[src/rtl/ps2_pkg.sv]
// Shared PS/2 host definitions: FSM states, command/reply bytes and the
// microsecond-to-clock-cycle conversion used by the transmit and receive paths.
package ps2_pkg;

    typedef enum logic [2:0] {
        IDLE,
        INHIBIT,
        WAIT_CLK,
        SHIFT,
        ACK,
        DONE_WAIT,
        ERR
    } state_t;

    localparam logic [7:0] CMD_SET_LED = 8'hED;
    localparam logic [7:0] CMD_ECHO    = 8'hEE;
    localparam logic [7:0] CMD_RESET   = 8'hFF;

    localparam logic [7:0] RSP_ACK     = 8'hFA;
    localparam logic [7:0] RSP_RESEND  = 8'hFE;

    function automatic longint unsigned us_to_cycles(input longint unsigned us,
                                                     input longint unsigned clk_hz);
        return (us * clk_hz) / 64'd1_000_000;
    endfunction

endpackage

[src/rtl/ps2_host_tx_if.sv]
// Byte-request handshake between a command source and the PS/2 host transmitter.
interface ps2_host_tx_if;

    logic       tx_valid;
    logic [7:0] tx_byte;
    logic       tx_ready;
    logic       tx_done;
    logic       tx_err;
    logic       host_busy;

    modport master (
        output tx_valid, tx_byte,
        input  tx_ready, tx_done, tx_err, host_busy
    );

    modport slave (
        input  tx_valid, tx_byte,
        output tx_ready, tx_done, tx_err, host_busy
    );

endinterface

[src/rtl/ps2_line_filter.sv]
// Conditions one raw PS/2 pad: 2-FF synchronizer, FILT_CYC-sample debounce,
// and a one-cycle strobe when the debounced level falls.
module ps2_line_filter #(
    parameter int FILT_CYC = 8
) (
    input  logic clk,
    input  logic rst,
    input  logic raw,
    output logic level,
    output logic fall
);

    localparam int CW = (FILT_CYC > 1) ? $clog2(FILT_CYC) : 1;

    logic          meta;
    logic          sync;
    logic [CW-1:0] cnt;

    // Lines idle high (pulled up), so the filter starts from the released level.
    always_ff @(posedge clk or negedge rst) begin
        if (!rst) begin
            meta  <= 1'b1;
            sync  <= 1'b1;
            level <= 1'b1;
            fall  <= 1'b0;
            cnt   <= '0;
        end else begin
            meta <= raw;
            sync <= meta;
            fall <= 1'b0;
            if (sync == level) begin
                cnt <= '0;
            end else if (cnt == CW'(FILT_CYC - 1)) begin
                level <= sync;
                fall  <= level;
                cnt   <= '0;
            end else begin
                cnt <= cnt + 1'b1;
            end
        end
    end

endmodule

[src/rtl/ps2_host_tx.sv]
// Host-to-device PS/2 transmitter: inhibit, request-to-send, clocked-out frame
// with odd parity and stop bit, device ACK check, and start/transfer timeouts.
module ps2_host_tx #(
    parameter int CLK_HZ      = 100_000_000,
    parameter int INHIBIT_US  = 120,
    parameter int START_TO_US = 15000,
    parameter int XFER_TO_US  = 2000,
    parameter int FILT_CYC    = 8
) (
    input  logic               clk,
    input  logic               rst,
    ps2_host_tx_if.slave       bus,
    input  logic               ps2_clk_in,
    input  logic               ps2_data_in,
    output logic               ps2_clk_oe,
    output logic               ps2_data_oe
);

    import ps2_pkg::*;

    localparam longint unsigned INH_CYC   = us_to_cycles(64'(INHIBIT_US), 64'(CLK_HZ));
    localparam longint unsigned START_CYC = us_to_cycles(64'(START_TO_US), 64'(CLK_HZ));
    localparam longint unsigned XFER_CYC  = us_to_cycles(64'(XFER_TO_US), 64'(CLK_HZ));
    localparam int TW = $clog2(64'(START_TO_US) * 64'(CLK_HZ / 1_000_000) + 64'd1);

    localparam logic [TW-1:0] INH_PRE   = TW'(INH_CYC - 64'd2);
    localparam logic [TW-1:0] INH_END   = TW'(INH_CYC - 64'd1);
    localparam logic [TW-1:0] START_END = TW'(START_CYC - 64'd1);
    localparam logic [TW-1:0] XFER_END  = TW'(XFER_CYC - 64'd1);

    state_t        state;
    logic [7:0]    shreg;
    logic          par;
    logic [3:0]    idx;
    logic [TW-1:0] timer;

    logic clk_lvl;
    logic clk_fall;
    logic data_lvl;
    logic data_fall_unused;

    ps2_line_filter #(.FILT_CYC(FILT_CYC)) u_clk_filt (
        .clk   (clk),
        .rst   (rst),
        .raw   (ps2_clk_in),
        .level (clk_lvl),
        .fall  (clk_fall)
    );

    ps2_line_filter #(.FILT_CYC(FILT_CYC)) u_data_filt (
        .clk   (clk),
        .rst   (rst),
        .raw   (ps2_data_in),
        .level (data_lvl),
        .fall  (data_fall_unused)
    );

    assign bus.tx_ready  = (state == IDLE);
    assign bus.host_busy = (state != IDLE);

    always_ff @(posedge clk or negedge rst) begin
        if (!rst) begin
            state       <= IDLE;
            shreg       <= '0;
            par         <= 1'b0;
            idx         <= '0;
            timer       <= '0;
            ps2_clk_oe  <= 1'b0;
            ps2_data_oe <= 1'b0;
            bus.tx_done <= 1'b0;
            bus.tx_err  <= 1'b0;
        end else begin
            bus.tx_done <= 1'b0;
            if (!(&timer)) timer <= timer + 1'b1;

            unique case (state)
                IDLE: begin
                    if (bus.tx_valid) begin
                        shreg      <= bus.tx_byte;
                        par        <= ~^bus.tx_byte;
                        timer      <= '0;
                        ps2_clk_oe <= 1'b1;
                        bus.tx_err <= 1'b0;
                        state      <= INHIBIT;
                    end
                end
                // Start bit is asserted one cycle before CLK is let go so DATA is
                // already low when the device sees the request-to-send.
                INHIBIT: begin
                    if (timer == INH_PRE) ps2_data_oe <= 1'b1;
                    if (timer == INH_END) begin
                        ps2_clk_oe <= 1'b0;
                        timer      <= '0;
                        state      <= WAIT_CLK;
                    end
                end
                WAIT_CLK: begin
                    if (clk_fall) begin
                        ps2_data_oe <= ~shreg[0];
                        idx         <= 4'd1;
                        timer       <= '0;
                        state       <= SHIFT;
                    end else if (timer >= START_END) begin
                        state <= ERR;
                    end
                end
                // A fall is checked before the timeout so it wins a same-cycle tie.
                SHIFT: begin
                    if (clk_fall) begin
                        idx <= idx + 4'd1;
                        if (idx == 4'd9) begin
                            ps2_data_oe <= 1'b0;
                            state       <= ACK;
                        end else if (idx == 4'd8) begin
                            ps2_data_oe <= ~par;
                        end else begin
                            ps2_data_oe <= ~shreg[idx[2:0]];
                        end
                    end else if (timer >= XFER_END) begin
                        state <= ERR;
                    end
                end
                ACK: begin
                    if (clk_fall) begin
                        state <= data_lvl ? ERR : DONE_WAIT;
                    end else if (timer >= XFER_END) begin
                        state <= ERR;
                    end
                end
                DONE_WAIT: begin
                    if (clk_lvl && data_lvl) begin
                        bus.tx_done <= 1'b1;
                        bus.tx_err  <= 1'b0;
                        state       <= IDLE;
                    end else if (timer >= XFER_END) begin
                        state <= ERR;
                    end
                end
                ERR: begin
                    ps2_clk_oe  <= 1'b0;
                    ps2_data_oe <= 1'b0;
                    bus.tx_done <= 1'b1;
                    bus.tx_err  <= 1'b1;
                    state       <= IDLE;
                end
                default: state <= IDLE;
            endcase
        end
    end

endmodule

[src/flat_wrapper.sv]
// flat-port wrapper written by rule: the top's interface ports become plain ports
module ps2_host_tx_flat import ps2_pkg::*;
#(
    parameter int CLK_HZ      = 100_000_000,
    parameter int INHIBIT_US  = 120,
    parameter int START_TO_US = 15000,
    parameter int XFER_TO_US  = 2000,
    parameter int FILT_CYC    = 8
)
  (clk, rst, ps2_clk_in, ps2_data_in, ps2_clk_oe, ps2_data_oe, bus_tx_valid, bus_tx_byte, bus_tx_ready, bus_tx_done, bus_tx_err, bus_host_busy);
  ps2_host_tx_if bus_i ();
  input  logic clk;
  input  logic rst;
  input  logic ps2_clk_in;
  input  logic ps2_data_in;
  output logic ps2_clk_oe;
  output logic ps2_data_oe;
  input wire logic [$bits(bus_i.tx_valid)-1:0] bus_tx_valid;
  input wire logic [$bits(bus_i.tx_byte)-1:0] bus_tx_byte;
  output wire logic [$bits(bus_i.tx_ready)-1:0] bus_tx_ready;
  output wire logic [$bits(bus_i.tx_done)-1:0] bus_tx_done;
  output wire logic [$bits(bus_i.tx_err)-1:0] bus_tx_err;
  output wire logic [$bits(bus_i.host_busy)-1:0] bus_host_busy;
  assign bus_i.tx_valid = bus_tx_valid;
  assign bus_i.tx_byte = bus_tx_byte;
  assign bus_tx_ready = bus_i.tx_ready;
  assign bus_tx_done = bus_i.tx_done;
  assign bus_tx_err = bus_i.tx_err;
  assign bus_host_busy = bus_i.host_busy;
  ps2_host_tx #(.CLK_HZ(CLK_HZ), .INHIBIT_US(INHIBIT_US), .START_TO_US(START_TO_US), .XFER_TO_US(XFER_TO_US), .FILT_CYC(FILT_CYC)) u_core (.clk(clk), .rst(rst), .bus(bus_i), .ps2_clk_in(ps2_clk_in), .ps2_data_in(ps2_data_in), .ps2_clk_oe(ps2_clk_oe), .ps2_data_oe(ps2_data_oe));
endmodule
[config.mk]
export PLATFORM = sky130hd
export DESIGN_NAME = ps2_host_tx_flat
export DESIGN_NICKNAME = d
export VERILOG_FILES = /design/src/rtl/ps2_pkg.sv /design/src/rtl/ps2_host_tx_if.sv /design/src/rtl/ps2_line_filter.sv /design/src/rtl/ps2_host_tx.sv /design/src/flat_wrapper.sv
export SDC_FILE = /design/constraint.sdc
export NUM_CORES = 1
export LEC_CHECK = 0
export CORE_AREA = 2 2 79 81
export CTS_CLUSTER_SIZE = 12
export DETAILED_ROUTE_END_ITERATION = 8
export DIE_AREA = 0 0 81 83
export GPL_ROUTABILITY_DRIVEN = 0
export PLACE_DENSITY = 0.75
export SETUP_SLACK_MARGIN = 0.1
export SYNTH_ARGS = -nofsm -noshare
export SYNTH_HDL_FRONTEND = slang
export SYNTH_SLANG_ARGS = --single-unit
export TNS_END_PERCENT = 100
[constraint.sdc]
create_clock -name clk -period 3.3 [get_ports clk]
set_input_delay 0.99 -clock clk [delete_from_list [all_inputs] [get_ports clk]]
set_output_delay 0.99 -clock clk [all_outputs]
set_load 0.005 [all_outputs]
# ---- Word level (Yosys, flattened, before mapping)
# Index checks and enable logic that the tools add are counted.
dict set report totals {
  ff_bits 54
  in_bits 13
  out_inout_bits 6
  elab_cells 110
}
dict set report op_classes {
  n_addsub 4
  magnitude_cmp 3
  eq_ne 22
  n_mux 41
  bitwise_logic 5
  n_reduce_logical 17
}
# operator count
set ops {}
lappend ops {{$mux W21} 4}
lappend ops {{$pmux W21 S3} 1}
lappend ops {{$eq A21 B14 Y1 const B} 2}
lappend ops {{$mux W3} 13}
lappend ops {{$add A21 B1 Y21 const B} 1}
lappend ops {{$ge A21 B18 Y1 const B} 1}
lappend ops {{$ge A21 B21 Y1 const B} 1}
lappend ops {{$reduce_and A21 Y1} 1}
lappend ops {{$pmux W3 S6} 1}
lappend ops {{$eq A3 B3 Y1 const B} 5}
lappend ops {{$mux W1} 13}
lappend ops {{$reduce_and A3 Y1} 3}
lappend ops {{$reduce_bool A3 Y1} 3}
lappend ops {{$eq A4 B4 Y1 const B} 2}
lappend ops {{$mux W4} 2}
lappend ops {{$pmux W4 S2} 1}
lappend ops {{$reduce_and A4 Y1} 2}
lappend ops {{$reduce_xnor A8 Y1} 1}
lappend ops {{$add A3 B1 Y3 const B} 2}
lappend ops {{$eq A3 B2 Y1 const B} 2}
lappend ops {{$ne A2 B1 Y1 const B} 3}
lappend ops {{$ne A2 B2 Y1 const B} 3}
lappend ops {{$ne A3 B2 Y1 const B} 2}
lappend ops {{$pmux W1 S3} 2}
lappend ops {{14 further kinds} 21}

# ---- Longest topological paths before layout
# Gate-level depths: netlist of run 1.
dict set report logic_depth {
  depth_word 7
  mapped_depth 8
}

# ---- Cells and area by module
# Synthesis of run 1 repeated with hierarchy kept, for this count alone.
dict set report hier_totals {
  cells_unflattened 313
  area_unflattened_um2 3093.0
}
# module instances cells_per_inst area_per_inst_um2
set by_module_without_submodules {}
lappend by_module_without_submodules {ps2_host_tx 1 283 2575.0}
lappend by_module_without_submodules {ps2_line_filter 2 15 259.0}

# ---- Worst setup path before layout of run 1
# No wires, ideal clock.
dict set report synth_path {
  kind {register to output}
  start {register u_core.state[2]}
  end {output port bus_host_busy}
  arrival_time_ps 812
  required_ps 2310
  path_slack_ps 1498
  path_stages_with_launch 4
  cell_sequence {dfrtp_1 > buf_6 > nor3_1 > inv_1}
}
dict set report synth_via {
  elab_chain_len 1
}
# item line
set synth_rtl {}
lappend synth_rtl {{start: declaration} ps2_host_tx.sv:31} ;# state_t state;
lappend synth_rtl {{start signal: assignment} ps2_host_tx.sv:125} ;# state <= data_lvl ? ERR : DONE_WAIT;
lappend synth_rtl {{$reduce_bool A3 Y1} ps2_host_tx.sv:59} ;# assign bus.host_busy = (state != IDLE);
lappend synth_rtl {{end: declaration} flat_wrapper.sv:23} ;# output wire logic [$bits(bus_i.host_busy)-1:0] bus_host_busy;
# Every way passes these cells.

# ---- Final worst setup path of run 1
dict set report layout_path {
  start {register u_core.state[0]}
  end {output port bus_tx_ready}
}
dict set report layout_via {
  elab_chain_len 1
}
# item line
set layout_rtl {}
lappend layout_rtl {{$logic_not A3 Y1} ps2_host_tx.sv:58} ;# assign bus.tx_ready = (state == IDLE);
lappend layout_rtl {{end: declaration} flat_wrapper.sv:20} ;# output wire logic [$bits(bus_i.tx_ready)-1:0] bus_tx_ready;
# Every way passes these cells.

==> impl_results.md, run 1 <==
* Worst-path clk slew at roughly 90 ps
* R2R Path Start: u_core.timer[9]
* Post-CTS Setup Inserts at 0
* CTS tree: yes
* # clock sinks at between 50 and 60
* Total core area at 5820 um^2
* Most frequent cells in the layout: dfrtp_1 (48), nor2_1 (42), nand2_1 (23)
* Grt total ovfl at 0
* Share of post-route cells with drive strength above 1 at around an eighth
* Wire per inst at between 15 and 20 um
* Slowest cell on the critical path: clkdlybuf4s50_1
* # rows at 28
* Sequential share of the synthesized area at 43.1%
* Largest family of logic cells by synthesized area: simple AND/OR/NAND/NOR gates
* Number of cells upsized or downsized after cts at 0
* DR vias/cell at ~5.8
* Unrepaired setup endpoints after global routing: no
* Setup TNS at 0 ps
* Crit path DAT at 1740 ps
* Slowest stage delay, CP at around 600 ps
* DRT Pass-1 Iters at 4
* Clock skew at around 6.6 ps
* Cells after DPL at between 400 and 500
* Final WL at roughly 6300 um
* CP Data Required Time at around 2300 ps
* Post-Layout Cell Count at a little over 400
* Initial antenna violation count at 0
* R2r endpoint: u_core.timer[9]
* Initial Util at 54.2%
* CP Launch Point: u_core.state[0]
* Max-slew violations at 0
* YS warnings at 0
* Crit path cell chain: nor3_1 -> clkdlybuf4s50_1
* Critical Path Start Type: flip-flop
* # Max-Cap Violations at 0
* Complex-gate fraction of the synthesized area at a little over a tenth
* Pwr dens at about 650 nW/um^2
* CTS root buffer: clkbuf_8
* Worst hold path endpoint: u_core.u_clk_filt.sync
* Peak Freq at approximately 370 MHz
* Crit Path Max Fanout at 3
* Commonest non-fill, non-tap cell in the layout: dfrtp_1
* Mean Syn Cell Area at roughly 9.7 um^2
* Largest net degree at the start of global routing at 55
* XOR/XNOR Fraction of Synth Area at under 10%
* Leak at ~1.4 nW
* DRC errors left at 0
* Cell family with most CP delay: buffers and inverters
* Fillers at ~520
* Number of global-route vias before repair at approximately 2300
* Synth Area in Adders at 3.58%
* DR iter-0 viols at 162
* Min-delay src: u_core.u_clk_filt.meta
* Tmin final at 2730 ps
* Reg-to-reg slack, setup at 1230 ps
* Nets at between 300 and 400
* Post-DRT Antenna Nets at 0
* Placed Area at 3340 um^2
* Clock buffer depth at 2
* Die Area at 6720 um^2
* Post-Syn Instances at between 300 and 400
* Hold Path Class: flip-flop to flip-flop
* Area growth from synthesis to final layout at 9.42%
* Setup WS pre-CTS at 754 ps
* Crit share post-route at 82.6%
* Ant. Diodes at 0
* EDFF count, synth at 0
* Die width at between 80 and 90 um
* I/O pin total at 19
* Unique masters post-synth at 55
* Final hold slack at 362 ps
* Final Hold Vio Count at 0
* Mux cell area share after synthesis at under 10%
* Simple-gate area share of the yosys netlist at between 20 and 25%
* Synthesized Nets at 347
* H-tree depth at 2
* Total CTS buffers at 5
* Seq cells post-synth at 54
* Levels on crit path at 2
* PortBufs at 18
* Clock latency at the later pin of the worst-skew pair at about 310 ps
* Reg2reg path depth at 6
* WHS Path Cells at 0
* Crit. End Element: output pin
* Die Ht at 83 um
* Gr usage total at between 10% and 20%
* VDD IR-drop max at approximately 0.00034 V
* Asr flop ratio synth at between 90% and 100%
* Global-route wire length before repair at approximately 11000 um
* Slew @ Worst Pin at between 400 and 500 ps
* Critical path buffer and inverter count at 1
* Status: completed
* Post-DP HPWL at 4410 um
* Cts hold-fix bufs at 0
* Final setup violating endpoints at 0
* Design Area, Final at about 3400 um^2
* Max_slew headroom at between 60% and 70%
* Cell area after synthesis at 3150 um^2
* Vias at around 2400
* Ys flop type: dfrtp_1
* Worst Setup Path Type: flip-flop to output pin
* Worst setup margin at between 500 and 600 ps
==> worst max path at each step <==
stage,endpoint
2_1_floorplan,bus_host_busy
3_3_place_gp,u_core.shreg[0]
3_5_place_dp,u_core.shreg[5]
4_1_cts,bus_tx_ready
5_1_grt,bus_tx_ready
6_report,bus_tx_ready
==> area by class of cell <==
cell class / instances / area, um^2 / area share, %
flip-flops and latches: 54 / 1360 / 39.4
clock inverters: 2 / 37.5 / 1.09
multi-input cells: 245 / 1630 / 47.2
repair buffers: 23 / 225 / 6.54
inverters: 8 / 30.0 / 0.871
clock buffers: 6 / 72.6 / 2.11
well taps: 75 / 93.8 / 2.72
==> per-layer routing <==
| metal | GRT usage (%) | vias to the layer above | routed length [um] |
|---|---|---|---|
| li1 | - | 1186 | - |
| met1 | 27.5 | 1148 | 2920 |
| met2 | 31.7 | 68 | 2930 |
| met3 | 3.70 | 13 | 310 |
| met4 | 5.39 | 0 | 102 |
| met5 | 0 | - | 0 |
==> report_power, final <==
group	internal, W	total [W]	switching [W]
registers	0.000834	0.000958	0.000125
logic	0.000403	0.000847	0.000444
clock network	0.000227	0.000445	0.000219
==> state kept, by name, indices dropped and copies added (netlist names), 3 cells and up <==
| name | cells |
|---|---|
| u_core.state | 3 |
| u_core.u_clk_filt.cnt | 3 |
| u_core.u_data_filt.cnt | 3 |
| u_core.timer | 21 |
| u_core.idx | 4 |
| u_core.shreg | 8 |
==> kinds of logic after synthesis <==
family	Yosys count
AND/OR/NAND/NOR	145
flip-flops	54
AO/OA/AOI/OAI	49
XOR/XNOR	27
buffers and inverters	26
multiplexers	15
adder cells (fa/ha/maj)	9
==> Yosys cell counts, types with 5 or more instances <==
cell type	instances	area, um^2
dfrtp_1	48	1200
nor2_1	42	158
nand2_1	23	86.3
nand3_1	20	100
xnor2_1	18	158
nor3_1	14	70.1
a21oi_1	10	50.1
mux2_2	10	113
o21ai_0	10	50.1
ha_1	9	113
xor2_1	9	78.8
inv_1	8	30.0
nand4_1	8	50.1
nor4_1	7	43.8
and3_1	6	37.5
buf_6	6	67.6
dfstp_2	6	158
a31oi_1	5	31.3
==> through the flow <==
stage	utilization, %	total power (W)
after floorplan	-	0.00159
after global placement	57.4	0.00179
after detailed placement	57.4	0.00182
after CTS	59.3	0.00227
after global routing	59.3	0.00241
final	59.3	0.00225
Power figures use the tool's default switching activity.
==> run 2: changes to the inputs <==
clock period = 2.6 ns   (was 3.3 ns; I/O delays follow)
==> run 2 against run 1 <==
Final area is 0.76% lower. Cell count rose by 0.24%. Critical path depth is the same. Sequential power increased by 27%. Utilization down 0.45 points. Clock power up 4.9%. Via count fell by 0.37%. Global-route usage increased by 0.79 points. Worst setup slack got worse by 370 ps.
==> impl_results.md, run 2 (same netlist as run 1, synthesis figures left out) <==
* DR vias/cell at 5.81 (-0.61%)
* Design Area, Final at 3420 um^2 (-0.76%)
* Die Ht at 83 um (unchanged)
* Post-Layout Cell Count at 414 (+0.24%)
* Initial Util at 54.2% (unchanged)
* Most flops, register: u_core.timer
* Crit share post-route at about 92%
* DR iter-0 viols at 228 (+41%)
* Vias at 2406 (-0.37%)
* VDD IR-drop max at 0.000576 V (+68%)
* Slew @ Worst Pin at 673 ps (+183 ps)
* Crit Path Max Fanout at 3 (unchanged)
* Min-delay src: u_core.u_clk_filt.meta
* Unrepaired setup endpoints after global routing: no
* Die width at 81 um (unchanged)
* Gr usage total at 20.6% (+0.79 points)
* Total core area at 5820 um^2 (unchanged)
* Max-slew violations at 0 (unchanged)
* Tmin final at 2390 ps
* Crit path DAT at 1610 ps (-130 ps)
* Wire per inst at 15.1 um (-0.69%)
* Final setup violating endpoints at 0 (unchanged)
* Placed Area at 3330 um^2 (-0.15%)
* Clock latency at the later pin of the worst-skew pair at 310 ps (about the same)
* H-tree depth at 2 (unchanged)
* Reg2reg path depth at 6 (unchanged)
* PortBufs at 18 (unchanged)
* Total power at 0.00276 W (+23%)
* Worst Setup Path Type: flip-flop to output pin
* Largest net degree at the start of global routing at 55 (unchanged)
* I/O pin total at 19 (unchanged)
* Hold Path Class: flip-flop to flip-flop
* DRT Pass-1 Iters at 4 (unchanged)
* Final Hold Vio Count at 0 (unchanged)
* Share of post-route cells with drive strength above 1 at 12.4% (+0.26 points)
* Die Area at 6720 um^2 (unchanged)
* Ant. Diodes at 0 (unchanged)
* Grt total ovfl at 0 (unchanged)
* Status: completed
* Setup TNS at 0 ps (unchanged)
* Number of global-route vias before repair at 2389 (+5.1%)
* Commonest non-fill, non-tap cell in the layout: dfrtp_1
* Reg-to-reg slack, setup at 560 ps (-670 ps)
* DRC errors left at 0 (unchanged)
* Most frequent cells in the layout: dfrtp_1 (48), nor2_1 (42), nand2_1 (23)
* R2R Path Start: u_core.timer[8]
* Max_slew headroom at 55.2% (-12 points)
* CTS root buffer: clkbuf_8
* Total CTS buffers at 5 (unchanged)
* Leak at 1.41 nW (-0.79%)
* CTS tree: yes
* Post-DP HPWL at 4390 um (-0.41%)
* # Max-Cap Violations at 0 (unchanged)
* # clock sinks at 54 (unchanged)
* Clock buffer depth at 2 (unchanged)
* # rows at 28 (unchanged)
* Largest register FFs at 21 (unchanged)
* Nets at 360 (+0.28%)
* Initial antenna violation count at 0 (unchanged)
* Largest regs: u_core.timer (21), u_core.shreg (8), u_core.idx (4)
* Worst-path clk slew at 100 ps (about the same)
* Cells after DPL at 406 (+0.25%)
* Clock skew at 11.4 ps (+4.71 ps)
* Final WL at 6240 um (-0.45%)
* Worst hold path endpoint: u_core.u_clk_filt.sync
* Final hold slack at 363 ps (+1.02 ps)
* Global-route wire length before repair at 11000 um (+3.8%)
* Post-DRT Antenna Nets at 0 (unchanged)
* WHS Path Cells at 0 (unchanged)
* R2r endpoint: u_core.timer[8]
* Critical Path Start Type: flip-flop
* Area growth from synthesis to final layout at 8.58%
* Crit. End Element: output pin
* CP Data Required Time at 1820 ps (-490 ps)
* Pwr dens at 807 nW/um^2 (+23%)
* Peak Freq at ~420 MHz
## run 2: changes by cell type in the layout (fill, tap and decap cells not counted), sizes merged
cell / change
buf: +1
bufinv: -1
clkbuf: +1
## run 2: critical path, cell delays in order, from the launching register on
cell and delay [ps]:
dfrtp_1 400, nor3_2 330, clkdlybuf4s50_1 570
## run 2: metrics by stage
stage          util [%]  worst slack, ps
6_report           58.8              207
5_1_grt            58.8              122
4_1_cts            58.8              186
3_5_place_dp       57.3              278
3_3_place_gp       57.3              288
2_1_floorplan         -              871
## run 2: final cells by class
cell class / instances / area, um^2
Tap cell: 75 / 93.8
Timing Repair Buffer: 24 / 220
Inverter: 8 / 30.0
Clock buffer: 7 / 76.3
Fill cell: 522 / 2400
Sequential cell: 54 / 1360
Multi-Input combinational cell: 245 / 1630
Clock inverter: 1 / 7.51
## run 2: worst max-delay path by stage
| stage | endpoint | slack, ps | startpoint | cells past startpoint |
|---|---|---|---|---|
| after floorplan | u_core.state[1] | 870 | u_core.timer[1] | 7 |
| after global routing | bus_tx_ready | 120 | u_core.state[0] | 2 |
| after global placement | u_core.shreg[7] | 290 | bus_tx_valid | 3 |
| after CTS | bus_tx_ready | 190 | u_core.state[0] | 2 |
| final | bus_tx_ready | 210 | u_core.state[0] | 2 |
| after detailed placement | u_core.shreg[7] | 280 | bus_tx_valid | 3 |
## run 2: metal layers
| metal | vias up | routed length, um | global-route usage, % |
|---|---|---|---|
| met2 | 54 | 2900 | 31.6 |
| met3 | 14 | 291 | 3.26 |
| met1 | 1156 | 2910 | 28.8 |
| met4 | 0 | 138 | 8.94 |
| met5 | - | 0 | 0 |
| li1 | 1182 | - | - |
## run 2: timing repair
item,CTS,global route
hold buffers,0,0
setup buffers,0,0
endpoints found under the setup margin,2,0
resized for setup,1,0
## run 2: power by group
part,leakage [nW],internal [W],total (W),switching (W)
clock network,0.0385,0.000191,0.000467,0.000276
logic,0.675,0.000513,0.00107,0.000560
registers,0.695,0.00106,0.00122,0.000161
==> run 3: changes to the inputs <==
--- a/config.mk
+++ b/config.mk
@@ -10,5 +10,4 @@
 export DETAILED_ROUTE_END_ITERATION = 8
 export DIE_AREA = 0 0 81 83
-export GPL_ROUTABILITY_DRIVEN = 0
 export PLACE_DENSITY = 0.75
 export SETUP_SLACK_MARGIN = 0.1
==> constraint.sdc (replaced) <==
create_clock -name clk -period 2.6 [get_ports clk]
set_input_delay 0.26 -clock clk [delete_from_list [all_inputs] [get_ports clk]]
set_output_delay 0.26 -clock clk [all_outputs]
set_load 0.005 [all_outputs]
==> run 3 against run 2 <==
Routed wire length increased by 4.1%. Clock skew increased by 1.8 ps. Worst setup slack improved by 180 ps. The run now ends with hold timing left. Critical path depth unchanged. Final area increased by 0.51%. Register-to-register slack improved by 20 ps. Clock-buffer cell count unchanged. First-iteration DRC count unchanged. Flip-flop and latch count unchanged. Sequential share of layout area decreased by 0.20 points. Largest cell class unchanged. Largest power group unchanged. Worst hold slack got worse by 370 ps. Sequential power increased by 6%.
==> impl_results.md, run 3 (same netlist as run 1, synthesis figures left out) <==
* # rows at 28 (unchanged)
* Initial Util at 54.2% (unchanged)
* Nets at 360 (unchanged)
* Post-CTS Setup Inserts at 0 (unchanged)
* CTS root buffer: clkbuf_8
* Unrepaired setup endpoints after global routing: no
* Die width at 81 um (unchanged)
* Area growth from synthesis to final layout at 9.14%
* Number of global-route vias before repair at 2490 (+4.2%)
* Gr usage total at 20.9% (+0.30 points)
* Clock skew at 13.2 ps (+1.82 ps)
* Clock latency at the later pin of the worst-skew pair at 310 ps (about the same)
* Gp weighted congestion at 0.899
* Final hold slack at -6.48 ps (-369 ps)
* Worst Setup Path Type: flip-flop to output pin
* Crit. End Element: output pin
* Crit share post-route at 85.3% (-6.8 points)
* DR iter-0 viols at 228 (unchanged)
* Vias at 2465 (+2.5%)
* Share of post-route cells with drive strength above 1 at 12.1% (-0.29 points)
* Total power at 0.00283 W (+2.6%)
* Post-DRT Antenna Nets at 0 (unchanged)
* Tmin final at 2220 ps (-176 ps)
* Critical Path Start Type: flip-flop
* Design Area, Final at 3440 um^2 (+0.51%)
* Crit Path Max Fanout at 21 (+18)
* Final setup violating endpoints at 0 (unchanged)
* # Max-Cap Violations at 0 (unchanged)
* Cts hold-fix bufs at 0 (unchanged)
* Failing checks: hold timing
* R2R Path Start: u_core.state[1]
* Placed Area at 3330 um^2 (unchanged)
* DR vias/cell at 5.95 (+2.5%)
* DRT Pass-1 Iters at 4 (unchanged)
* Crit path DAT at 1960 ps (+350 ps)
* Global-route wire length before repair at 11300 um (+2.6%)
* Slew @ Worst Pin at 728 ps (+55.0 ps)
* Pwr dens at 823 nW/um^2 (+2.1%)
* Wire per inst at 15.7 um (+4.1%)
* # clock sinks at 54 (unchanged)
* Peak Freq at 451 MHz (+7.9%)
* Hold Path Class: input port to async pin
* Setup TNS at 0 ps (unchanged)
* CP Launch Point: u_core.state[1]
* Initial antenna violation count at 0 (unchanged)
* Setup WS pre-CTS at 587 ps (+309 ps)
* Reg2reg path depth at 3 (-3)
* CTS tree: yes
* Status: finished, violations left
* Final WL at 6490 um (+4.1%)
* Die Ht at 83 um (unchanged)
* PortBufs at 18 (unchanged)
* Total CTS buffers at 5 (unchanged)
* Max_slew headroom at 51.5% (-3.7 points)
* CP Data Required Time at 2340 ps (+520 ps)
* Slowest stage delay, CP at 630 ps (+60 ps)
* Most frequent cells in the layout: dfrtp_1 (48), nor2_1 (42), nand2_1 (23)
* VDD IR-drop max at 0.000507 V (-12%)
* Ant. Diodes at 0 (unchanged)
* Final Hold Vio Count at 9 (+9)
* Total core area at 5820 um^2 (unchanged)
* Leak at 1.42 nW (+0.92%)
* Largest register FFs at 21 (unchanged)
* Worst setup margin at 383 ps (+176 ps)
* Max-slew violations at 0 (unchanged)
* Worst-path clk slew at 100 ps (about the same)
* Crit path cell chain: nor3_1 -> clkdlybuf4s50_1
* Most flops, register: u_core.timer
* Clock buffer depth at 2 (unchanged)
* H-tree depth at 2 (unchanged)
* Post-DP HPWL at 4610 um (+5.1%)
* Die Area at 6720 um^2 (unchanged)
* DRC errors left at 0 (unchanged)
* Slowest cell on the critical path: dfrtp_1
* Largest net degree at the start of global routing at 34 (-38%)
* Fillers at 541 (+3.6%)
* Commonest non-fill, non-tap cell in the layout: dfrtp_1
* Number of cells upsized or downsized after cts at 0 (-1)
* Largest regs: u_core.timer (21), u_core.shreg (8), u_core.idx (4)
* I/O pin total at 19 (unchanged)
* Grt total ovfl at 0 (unchanged)
run 3: changes by cell type in the layout (fill, tap and decap cells not counted), sizes merged:
cell and change:
bufinv +1, clkinvlp -1
run 3: where the power goes:
| group | switching [W] | total (W) | internal [W] |
|---|---|---|---|
| registers | 0.000229 | 0.00129 | 0.00106 |
| logic | 0.000492 | 0.000991 | 0.000499 |
| clock network | 0.000265 | 0.000553 | 0.000288 |
| total | 0.000986 | 0.00283 | 0.00184 |
run 3: area by class of cell:
class | instances | area (um^2) | share of cell area (%)
well taps | 75 | 93.8 | 2.73
multi-input cells | 245 | 1630 | 47.4
clock inverters | 1 | 30.0 | 0.874
inverters | 8 | 30.0 | 0.874
repair buffers | 24 | 220 | 6.41
flip-flops and latches | 54 | 1360 | 39.5
clock buffers | 7 | 76.3 | 2.22
run 3: worst max-delay path, delay by kind of cell (launching register included):
kind	cells	cell delay, ps
buf+inv	1	580
flops	1	630
simple gates	1	450
run 3: routing by layer:
metal	part of all wire [%]	global-route usage, %	up-vias
li1	-	-	1187
met1	45	27.9	1185
met2	48	33.3	71
met3	4.3	3.26	22
met4	2.4	9.40	0
met5	0	0	-
run 3: final timing paths:
| path | endpoint | slack (ps) |
|---|---|---|
| hold / removal | u_core.timer[11] | -6 |
| setup / recovery | bus_tx_ready | 380 |
| max in group asynchronous | u_core.u_data_filt.meta | 1850 |
| setup reg to reg | u_core.shreg[2] | 580 |
| hold reg to reg | u_core.u_clk_filt.sync | 360 |
| min in group clk | u_core.u_clk_filt.meta | 350 |
run 3: through the flow:
| step | utilization (%) | std cells | hold slack [ps] |
|---|---|---|---|
| floorplan | - | 325 | -35.6 |
| global placement | 57.3 | 406 | 347 |
| detailed placement | 57.3 | 406 | 349 |
| CTS | 59.1 | 414 | 29.9 |
| global route | 59.1 | 414 | 57.0 |
| finish | 59.1 | 414 | -6.48 |
